**config.mk**
```make
export PLATFORM = sky130hd
export DESIGN_NAME = id_stage_param_flat
export DESIGN_NICKNAME = d
export VERILOG_FILES = /design/src/rtl/id_stage_param_if.sv /design/src/rtl/id_stage_param.sv /design/src/flat_wrapper.sv
export SDC_FILE = /design/constraint.sdc
export NUM_CORES = 2
export LEC_CHECK = 0
export BUFFER_PORTS_ARGS = -buffer_cell sky130_fd_sc_hd__buf_2
export CAP_MARGIN = 15
export CORE_MARGIN = 2
export CORE_UTILIZATION = 63
export CTS_CLUSTER_SIZE = 8
export DETAILED_ROUTE_END_ITERATION = 8
export PLACE_DENSITY = 0.81
export SLEW_MARGIN = 20
export SYNTH_ARGS = -nofsm -noshare
export SYNTH_HDL_FRONTEND = slang
export SYNTH_SLANG_ARGS = --single-unit
```
**constraint.sdc**
```tcl
create_clock -name i_clock -period 4.9 [get_ports i_clock]
set_clock_uncertainty 0.2 [all_clocks]
set_input_delay 0.49 -clock i_clock [delete_from_list [all_inputs] [get_ports i_clock]]
set_output_delay 0.49 -clock i_clock [all_outputs]
set_load 0.01 [all_outputs]
```
**src/rtl/id_stage_param_if.sv**
```systemverilog
// Observation port for the decode stage: halt FSM state, advance strobe and
// the unregistered branch decision.
interface id_stage_param_if;
  logic halted;
  logic adv;
  logic branch_take;

  modport master (output halted, output adv, output branch_take);
  modport slave  (input halted, input adv, input branch_take);
endinterface

```
**src/rtl/id_stage_param.sv**
```systemverilog
// Instruction decode stage: register file with write-back bypass, control decode,
// early branch resolution and a sticky halt FSM feeding the ID/EX register.
module id_stage_param #(
  parameter int LENGTH_INSTRUCTION = 32,
  parameter int CANT_REGISTROS = 32,
  parameter int CANT_BITS_REGISTROS = 32,
  parameter int CANT_BITS_ADDR = 11,
  parameter logic [LENGTH_INSTRUCTION-1:0] HALT_INSTRUCTION = 32'hFFFFFFFF,
  parameter int BRANCH_IN_ID = 1,
  localparam int RB = $clog2(CANT_REGISTROS)
) (
  input  logic                           i_clock,
  input  logic                           i_soft_reset,
  input  logic [LENGTH_INSTRUCTION-1:0]  i_instruction,
  input  logic [CANT_BITS_ADDR-1:0]      i_out_adder_pc,
  input  logic                           i_control_write_reg,
  input  logic [RB-1:0]                  i_reg_write,
  input  logic [CANT_BITS_REGISTROS-1:0] i_data_write,
  input  logic                           i_enable_pipeline,
  input  logic                           i_enable_etapa,
  input  logic                           i_bit_burbuja_hazard,
  input  logic [RB-1:0]                  i_reg_read_from_debug_unit,
  output logic [CANT_BITS_REGISTROS-1:0] o_data_A,
  output logic [CANT_BITS_REGISTROS-1:0] o_data_B,
  output logic [CANT_BITS_REGISTROS-1:0] o_extension_signo_constante,
  output logic [RB-1:0]                  o_reg_rs,
  output logic [RB-1:0]                  o_reg_rt,
  output logic [RB-1:0]                  o_reg_rd,
  output logic [RB-1:0]                  o_reg_rs_to_hazard,
  output logic [RB-1:0]                  o_reg_rt_to_hazard,
  output logic                           o_RegDst,
  output logic                           o_RegWrite,
  output logic                           o_ALUSrc,
  output logic                           o_MemRead,
  output logic                           o_MemWrite,
  output logic                           o_MemtoReg,
  output logic [3:0]                     o_ALUCtrl,
  output logic [CANT_BITS_ADDR-1:0]      o_out_adder_pc,
  output logic [CANT_BITS_ADDR-1:0]      o_branch_dir,
  output logic                           o_branch_control,
  output logic                           o_halt_detected,
  output logic [CANT_BITS_REGISTROS-1:0] o_reg_data_to_debug_unit,
  id_stage_param_if.master               o_dbg
);

  localparam logic [5:0] OP_RTYPE = 6'h00;
  localparam logic [5:0] OP_J     = 6'h02;
  localparam logic [5:0] OP_BEQ   = 6'h04;
  localparam logic [5:0] OP_BNE   = 6'h05;
  localparam logic [5:0] OP_ADDI  = 6'h08;
  localparam logic [5:0] OP_LW    = 6'h23;
  localparam logic [5:0] OP_SW    = 6'h2B;
  localparam logic [5:0] FN_SLLV  = 6'h04;
  localparam logic [5:0] FN_JR    = 6'h08;
  localparam logic [5:0] FN_ADDU  = 6'h21;
  localparam logic [5:0] FN_SUBU  = 6'h23;
  localparam logic [5:0] FN_AND   = 6'h24;
  localparam logic [5:0] FN_OR    = 6'h25;
  localparam logic [5:0] FN_SLT   = 6'h2A;

  typedef enum logic {ST_RUN = 1'b0, ST_HALTED = 1'b1} state_t;

  state_t r_state, w_state_next;

  logic [CANT_BITS_REGISTROS-1:0] r_regs [CANT_REGISTROS];

  logic                           w_halted, w_adv, w_is_halt, w_wb_en;
  logic [5:0]                     w_opcode, w_funct;
  logic [RB-1:0]                  w_rs, w_rt, w_rd;
  logic [CANT_BITS_REGISTROS-1:0] w_data_a, w_data_b, w_imm_ext;
  // {RegDst, RegWrite, ALUSrc, MemRead, MemWrite, MemtoReg, ALUCtrl[3:0]}
  logic [9:0]                     w_dec_ctrl;
  logic                           w_is_j, w_is_jr, w_is_beq, w_is_bne;
  logic                           w_branch_take;
  logic [CANT_BITS_ADDR-1:0]      w_branch_target, w_branch_dir;

  logic [CANT_BITS_REGISTROS-1:0] r_data_a, r_data_b, r_imm_ext;
  logic [RB-1:0]                  r_rs, r_rt, r_rd;
  logic [9:0]                     r_ctrl;
  logic [CANT_BITS_ADDR-1:0]      r_pc;

  assign w_halted  = (r_state == ST_HALTED);
  assign w_adv     = i_enable_pipeline & i_enable_etapa & ~w_halted;
  assign w_is_halt = (i_instruction == HALT_INSTRUCTION);
  assign w_wb_en   = i_control_write_reg & (i_reg_write != '0);

  assign w_opcode  = i_instruction[31:26];
  assign w_funct   = i_instruction[5:0];
  assign w_rs      = i_instruction[21 +: RB];
  assign w_rt      = i_instruction[16 +: RB];
  assign w_rd      = i_instruction[11 +: RB];
  assign w_imm_ext = {{(CANT_BITS_REGISTROS-16){i_instruction[15]}}, i_instruction[15:0]};

  // Write-back data is forwarded so a same-cycle write is visible to this read.
  assign w_data_a = (w_rs == '0) ? '0 :
                    (w_wb_en && (i_reg_write == w_rs)) ? i_data_write : r_regs[w_rs];
  assign w_data_b = (w_rt == '0) ? '0 :
                    (w_wb_en && (i_reg_write == w_rt)) ? i_data_write : r_regs[w_rt];
  assign o_reg_data_to_debug_unit =
    (i_reg_read_from_debug_unit == '0) ? '0 :
    (w_wb_en && (i_reg_write == i_reg_read_from_debug_unit)) ? i_data_write :
    r_regs[i_reg_read_from_debug_unit];

  assign o_reg_rs_to_hazard = w_rs;
  assign o_reg_rt_to_hazard = w_rt;

  always_comb begin
    w_dec_ctrl = '0;
    w_is_j     = 1'b0;
    w_is_jr    = 1'b0;
    w_is_beq   = 1'b0;
    w_is_bne   = 1'b0;
    case (w_opcode)
      OP_RTYPE: begin
        case (w_funct)
          FN_ADDU: w_dec_ctrl = {6'b110000, 4'd0};
          FN_SUBU: w_dec_ctrl = {6'b110000, 4'd1};
          FN_AND:  w_dec_ctrl = {6'b110000, 4'd2};
          FN_OR:   w_dec_ctrl = {6'b110000, 4'd3};
          FN_SLT:  w_dec_ctrl = {6'b110000, 4'd4};
          FN_SLLV: w_dec_ctrl = {6'b110000, 4'd5};
          FN_JR:   w_is_jr    = 1'b1;
          default: w_dec_ctrl = '0;
        endcase
      end
      OP_ADDI: w_dec_ctrl = {6'b011000, 4'd0};
      OP_LW:   w_dec_ctrl = {6'b011101, 4'd0};
      OP_SW:   w_dec_ctrl = {6'b001010, 4'd0};
      OP_BEQ:  w_is_beq   = 1'b1;
      OP_BNE:  w_is_bne   = 1'b1;
      OP_J:    w_is_j     = 1'b1;
      default: w_dec_ctrl = '0;
    endcase
  end

  always_comb begin
    w_branch_target = i_out_adder_pc + i_instruction[CANT_BITS_ADDR-1:0];
    if (w_is_j)  w_branch_target = i_instruction[CANT_BITS_ADDR-1:0];
    if (w_is_jr) w_branch_target = w_data_a[CANT_BITS_ADDR-1:0];
  end

  assign w_branch_take = w_adv & ~i_bit_burbuja_hazard &
                         (w_is_j | w_is_jr |
                          (w_is_beq & (w_data_a == w_data_b)) |
                          (w_is_bne & (w_data_a != w_data_b)));
  assign w_branch_dir  = w_branch_take ? w_branch_target : '0;

  always_comb begin
    w_state_next = r_state;
    if ((r_state == ST_RUN) && w_adv && w_is_halt) w_state_next = ST_HALTED;
  end

  always_ff @(posedge i_clock or negedge i_soft_reset) begin
    if (!i_soft_reset) r_state <= ST_RUN;
    else               r_state <= w_state_next;
  end

  always_ff @(posedge i_clock or negedge i_soft_reset) begin
    if (!i_soft_reset) begin
      for (int i = 0; i < CANT_REGISTROS; i++) r_regs[i] <= '0;
    end else if (w_wb_en) begin
      r_regs[i_reg_write] <= i_data_write;
    end
  end

  always_ff @(posedge i_clock or negedge i_soft_reset) begin
    if (!i_soft_reset) begin
      r_data_a  <= '0;
      r_data_b  <= '0;
      r_imm_ext <= '0;
      r_rs      <= '0;
      r_rt      <= '0;
      r_rd      <= '0;
      r_ctrl    <= '0;
      r_pc      <= '0;
    end else if (w_adv) begin
      r_data_a  <= w_data_a;
      r_data_b  <= w_data_b;
      r_imm_ext <= w_imm_ext;
      r_rs      <= w_rs;
      r_rt      <= w_rt;
      r_rd      <= w_rd;
      r_ctrl    <= (i_bit_burbuja_hazard || w_is_halt) ? '0 : w_dec_ctrl;
      r_pc      <= i_out_adder_pc;
    end
  end

  assign o_data_A                    = r_data_a;
  assign o_data_B                    = r_data_b;
  assign o_extension_signo_constante = r_imm_ext;
  assign o_reg_rs                    = r_rs;
  assign o_reg_rt                    = r_rt;
  assign o_reg_rd                    = r_rd;
  assign {o_RegDst, o_RegWrite, o_ALUSrc, o_MemRead, o_MemWrite, o_MemtoReg, o_ALUCtrl} = r_ctrl;
  assign o_out_adder_pc              = r_pc;
  assign o_halt_detected             = w_halted;

  generate
    if (BRANCH_IN_ID != 0) begin : g_branch_comb
      assign o_branch_control = w_branch_take;
      assign o_branch_dir     = w_branch_dir;
    end else begin : g_branch_reg
      // Sampled every edge, so the pulse clears itself when nothing is taken.
      logic                      r_branch_control;
      logic [CANT_BITS_ADDR-1:0] r_branch_dir;
      always_ff @(posedge i_clock or negedge i_soft_reset) begin
        if (!i_soft_reset) begin
          r_branch_control <= 1'b0;
          r_branch_dir     <= '0;
        end else begin
          r_branch_control <= w_branch_take;
          r_branch_dir     <= w_branch_dir;
        end
      end
      assign o_branch_control = r_branch_control;
      assign o_branch_dir     = r_branch_dir;
    end
  endgenerate

  assign o_dbg.halted      = w_halted;
  assign o_dbg.adv         = w_adv;
  assign o_dbg.branch_take = w_branch_take;

endmodule

```
**src/flat_wrapper.sv**
```systemverilog
// flat-port wrapper written by rule: the top's interface ports become plain ports
module id_stage_param_flat 
#(
  parameter int LENGTH_INSTRUCTION = 32,
  parameter int CANT_REGISTROS = 32,
  parameter int CANT_BITS_REGISTROS = 32,
  parameter int CANT_BITS_ADDR = 11,
  parameter logic [LENGTH_INSTRUCTION-1:0] HALT_INSTRUCTION = 32'hFFFFFFFF,
  parameter int BRANCH_IN_ID = 1,
  localparam int RB = $clog2(CANT_REGISTROS)
)
  (i_clock, i_soft_reset, i_instruction, i_out_adder_pc, i_control_write_reg, i_reg_write, i_data_write, i_enable_pipeline, i_enable_etapa, i_bit_burbuja_hazard, i_reg_read_from_debug_unit, o_data_A, o_data_B, o_extension_signo_constante, o_reg_rs, o_reg_rt, o_reg_rd, o_reg_rs_to_hazard, o_reg_rt_to_hazard, o_RegDst, o_RegWrite, o_ALUSrc, o_MemRead, o_MemWrite, o_MemtoReg, o_ALUCtrl, o_out_adder_pc, o_branch_dir, o_branch_control, o_halt_detected, o_reg_data_to_debug_unit, o_dbg_halted, o_dbg_adv, o_dbg_branch_take);
  id_stage_param_if o_dbg_i ();
  input  logic i_clock;
  input  logic i_soft_reset;
  input  logic [LENGTH_INSTRUCTION-1:0] i_instruction;
  input  logic [CANT_BITS_ADDR-1:0] i_out_adder_pc;
  input  logic i_control_write_reg;
  input  logic [RB-1:0] i_reg_write;
  input  logic [CANT_BITS_REGISTROS-1:0] i_data_write;
  input  logic i_enable_pipeline;
  input  logic i_enable_etapa;
  input  logic i_bit_burbuja_hazard;
  input  logic [RB-1:0] i_reg_read_from_debug_unit;
  output logic [CANT_BITS_REGISTROS-1:0] o_data_A;
  output logic [CANT_BITS_REGISTROS-1:0] o_data_B;
  output logic [CANT_BITS_REGISTROS-1:0] o_extension_signo_constante;
  output logic [RB-1:0] o_reg_rs;
  output logic [RB-1:0] o_reg_rt;
  output logic [RB-1:0] o_reg_rd;
  output logic [RB-1:0] o_reg_rs_to_hazard;
  output logic [RB-1:0] o_reg_rt_to_hazard;
  output logic o_RegDst;
  output logic o_RegWrite;
  output logic o_ALUSrc;
  output logic o_MemRead;
  output logic o_MemWrite;
  output logic o_MemtoReg;
  output logic [3:0] o_ALUCtrl;
  output logic [CANT_BITS_ADDR-1:0] o_out_adder_pc;
  output logic [CANT_BITS_ADDR-1:0] o_branch_dir;
  output logic o_branch_control;
  output logic o_halt_detected;
  output logic [CANT_BITS_REGISTROS-1:0] o_reg_data_to_debug_unit;
  output wire logic [$bits(o_dbg_i.halted)-1:0] o_dbg_halted;
  output wire logic [$bits(o_dbg_i.adv)-1:0] o_dbg_adv;
  output wire logic [$bits(o_dbg_i.branch_take)-1:0] o_dbg_branch_take;
  assign o_dbg_halted = o_dbg_i.halted;
  assign o_dbg_adv = o_dbg_i.adv;
  assign o_dbg_branch_take = o_dbg_i.branch_take;
  id_stage_param #(.LENGTH_INSTRUCTION(LENGTH_INSTRUCTION), .CANT_REGISTROS(CANT_REGISTROS), .CANT_BITS_REGISTROS(CANT_BITS_REGISTROS), .CANT_BITS_ADDR(CANT_BITS_ADDR), .HALT_INSTRUCTION(HALT_INSTRUCTION), .BRANCH_IN_ID(BRANCH_IN_ID)) u_core (.i_clock(i_clock), .i_soft_reset(i_soft_reset), .i_instruction(i_instruction), .i_out_adder_pc(i_out_adder_pc), .i_control_write_reg(i_control_write_reg), .i_reg_write(i_reg_write), .i_data_write(i_data_write), .i_enable_pipeline(i_enable_pipeline), .i_enable_etapa(i_enable_etapa), .i_bit_burbuja_hazard(i_bit_burbuja_hazard), .i_reg_read_from_debug_unit(i_reg_read_from_debug_unit), .o_data_A(o_data_A), .o_data_B(o_data_B), .o_extension_signo_constante(o_extension_signo_constante), .o_reg_rs(o_reg_rs), .o_reg_rt(o_reg_rt), .o_reg_rd(o_reg_rd), .o_reg_rs_to_hazard(o_reg_rs_to_hazard), .o_reg_rt_to_hazard(o_reg_rt_to_hazard), .o_RegDst(o_RegDst), .o_RegWrite(o_RegWrite), .o_ALUSrc(o_ALUSrc), .o_MemRead(o_MemRead), .o_MemWrite(o_MemWrite), .o_MemtoReg(o_MemtoReg), .o_ALUCtrl(o_ALUCtrl), .o_out_adder_pc(o_out_adder_pc), .o_branch_dir(o_branch_dir), .o_branch_control(o_branch_control), .o_halt_detected(o_halt_detected), .o_reg_data_to_debug_unit(o_reg_data_to_debug_unit), .o_dbg(o_dbg_i));
endmodule
```
==> summary.md <==
| Metric | Value |
|---|---|
| Clock Sinks | `1134` |
| Crit start category | `register` |
| Initial antenna violation count | `14` |
| Largest net degree at the start of global routing | `153` |
| Final nets | `5515` |
| Fmax | `0.175 GHz` |
| Worst-path clk slew | `0.05 ns` |
| Max cap viols | `0` |
| Unique cell type count in the Yosys netlist | `84` |
| Cell count after synthesis | `4884` |
| Post-Place Cell Area | `75800 um2` |
| Hold Fails Final Rpt | `0` |
| Initial Utilization | `63.6%` |
| Clock Latency Late Sink | `0.79 ns` |
| Final instance area | `80900 um2` |
| Peak supply drop | `0.373 mV` |
| Commonest non-fill, non-tap cell in the layout | `dfrtp_1` |
| Die Ht | `336 um` |
| Io pins | `281` |
| Post-Syn Nets | `4986` |
| Clk buf depth | `3` |
| Critical Path Fanout Max | `6` |
| Failing checks | `negative setup slack` |
| Kind of critical path | `reg2out` |
| CTS tree | `done` |
| Mapped Avg Cell Area | `14.2 um2` |
| Starting DRT DRC Count | `8853` |
| WP data required | `4.21 ns` |
| Routability-driven placement congestion ratio | `0.996` |
| Die area | `113000 um2` |
| Post-DP HPWL | `170 mm` |
| Endpoint type of the worst setup path | `output pin` |
| Routed length per instance | `38.4 um` |
| GR Overflow Total | `0` |
| H-tree Lvls | `4` |
| Most frequent cells in the layout | `dfrtp_1 (1134), mux2_2 (997), mux4_2 (811)` |
| Yosys reg bits | `1134` |
| Leak | `0.0351 uW` |
| Pwr/cell area | `392 nW/um2` |
| CTS buffer count | `160` |
| ANT nets after route | `0` |
| Fraction of final layout cells sized beyond drive strength 1 | `55.0%` |
| Hold Path Class | `in2reg` |
| RSZ-0062 raised after global routing | `true` |
| Detailed Route WL | `263 mm` |
| Num rows | `121` |
| Avg Vias per Cell | `8.02` |
| CTS root buffer | `clkbuf_16` |
| IO buf count | `279` |
| Area of the core | `109000 um2` |
| Die X | `336 um` |
| Initial DRT Pass Iterations | `6` |
| Top FF cell, synth | `dfrtp_1` |
| Post-route minimum period | `5.71 ns` |
| Setup WS post-layout | `-0.810 ns` |
| Slew margin rel. | `18.0%` |
| Sequential area share after synthesis | `40.9%` |
| Vias in the first global route | `55470` |
| Pwr Total | `31700 uW` |
| Outcome | `complete, but fails checks` |
| Final slew viol count | `0` |
| Worst Tran Pin Value | `1.23 ns` |
| Drc violations | `0` |
| Syn Std Cell Area | `69300 um2` |
| Final setup vio count | `13` |
| Synth Warn # | `0` |
| Async SR Flop Fraction | `100%` |
| GRT Total Usage | `47.3%` |
| Post-synth EDFFs | `0` |
| Ratio of final minimum period to clock period | `117%` |
| CP arrival | `5.02 ns` |
| Vias | `54991` |
| Global-route wire length before repair | `381 mm` |
| Layout area overhead | `16.8%` |
## power breakdown
group	switching, uW	internal (uW)
Sequential	1880	11100
Combinational	3800	4850
Clock	4180	5840
Total	9860	21800
## what timing repair did
action | CTS | global route
resized for setup | 31 | 5
hold buffers | 52 | 0
gates cloned | 1 | 0
endpoints found under the setup margin | 13 | 13
pin swaps | 13 | 3
buffers inserted | 8 | 7
endpoints found under the hold margin | 154 | 0
## Yosys cell counts, types with 22 or more instances
library cell	number	share of area, %
clkbuf_1	325	1.8
buf_6	29	0.47
a22oi_1	71	0.77
nor2_1	102	0.55
xor2_1	22	0.28
mux2_2	997	16
dfrtp_1	1134	41
o22ai_1	36	0.32
nor3_1	34	0.25
xnor2_1	28	0.35
buf_2	67	0.48
buf_1	85	0.46
nor2b_1	39	0.35
o21ai_0	90	0.65
mux2i_1	144	2.1
buf_4	80	0.87
mux4_2	811	26
a211oi_1	89	0.96
a21oi_1	77	0.56
nand3_1	36	0.26
nand2_1	284	1.5
## layer usage
metal | global-route usage [%] | up-vias | wire [um]
li1 | - | 20164 | -
met1 | 57.5 | 27486 | 83200
met2 | 65.2 | 5649 | 110000
met3 | 21.8 | 1682 | 44200
met4 | 37.1 | 10 | 25300
met5 | 0.723 | - | 250
## cells by family (layout without fill, tap and decap cells)
kind of cell	Yosys count	count (layout)	share of synthesized area [%]
AOI/OAI and AO/OA	515	515	5.24
xor gates and xnor gates	50	50	0.632
adders and majority gates	11	11	0.209
buffers and inverters	602	1146	4.14
DFF	1134	1134	40.9
muxes	1952	1952	44.6
other	1	13	0.00541
and+or+nand+nor	619	619	4.21
## per-stage QoR
step	hold slack [ns]	utilization (%)	setup slack, ns	instances	setup TNS [ns]
after detailed placement	0.204	69.5	-0.826	6597	-10.24
after global placement	0.196	69.5	-0.835	6597	-10.40
after global routing	0.0587	74.2	-0.880	6845	-11.27
after floorplan	-0.00559	-	0.331	4884	0
after CTS	0.00588	74.1	-0.655	6835	-8.35
final	0.0495	74.2	-0.810	6854	-10.34
## sequential cells by signal, summed over array words and instances (netlist names)
| name | count |
|---|---|
| u_core.o_data_B | 32 |
| u_core.o_reg_rs | 5 |
| u_core.o_extension_signo_constante | 12 |
| u_core.o_reg_rd | 4 |
| u_core.o_dbg.halted | 1 |
| u_core.r_ctrl | 8 |
| u_core.r_regs | 1024 |
| u_core.o_out_adder_pc | 11 |
| u_core.o_data_A | 32 |
| u_core.o_reg_rt | 5 |
## area by class of cell
class | instances | area [um2]
multi-input combinational | 3148 | 38400
sequential | 1134 | 28400
fill | 6390 | 28100
timing repair buffer | 954 | 8010
clock buffer | 165 | 4090
tap | 1414 | 1770
clock inverter | 12 | 163
inverter | 15 | 56.3
antenna | 12 | 30.0
## critical path: stages (launching register included)
cell and delay (ns):
dfrtp_1 0.41, mux4_2 0.50, a22o_1 0.24, a221oi_4 0.40, nor3_4 0.12, a221o_1 0.34, xnor2_2 0.19, buf_6 0.16
nand3_2 0.07, nor3_2 0.12, buf_4 0.18, nand4_1 0.16, buf_4 0.19, o31a_1 0.32, a311oi_4 0.28, buf_6 0.17
buf_16 0.14, nor3_1 0.06, buf_2 0.18
## path summary, 6_finish.rpt
kind	startpoint	end	slack, ns	cells after the start
hold reg to reg	u_core.r_regs[1011]	u_core.r_regs[1011]	0.22	0
hold / removal	i_data_write[14]	u_core.o_data_A[14]	0.05	6
setup / recovery	u_core.r_regs[548]	o_branch_dir[2]	-0.81	18
max in group asynchronous	i_soft_reset	u_core.r_regs[59]	2.95	3
min in group asynchronous	i_soft_reset	u_core.r_regs[202]	0.15	2
setup reg to reg	u_core.o_dbg.halted	u_core.r_ctrl[0]	1.37	6
No activity file was read; power rests on OpenSTA's default activity.
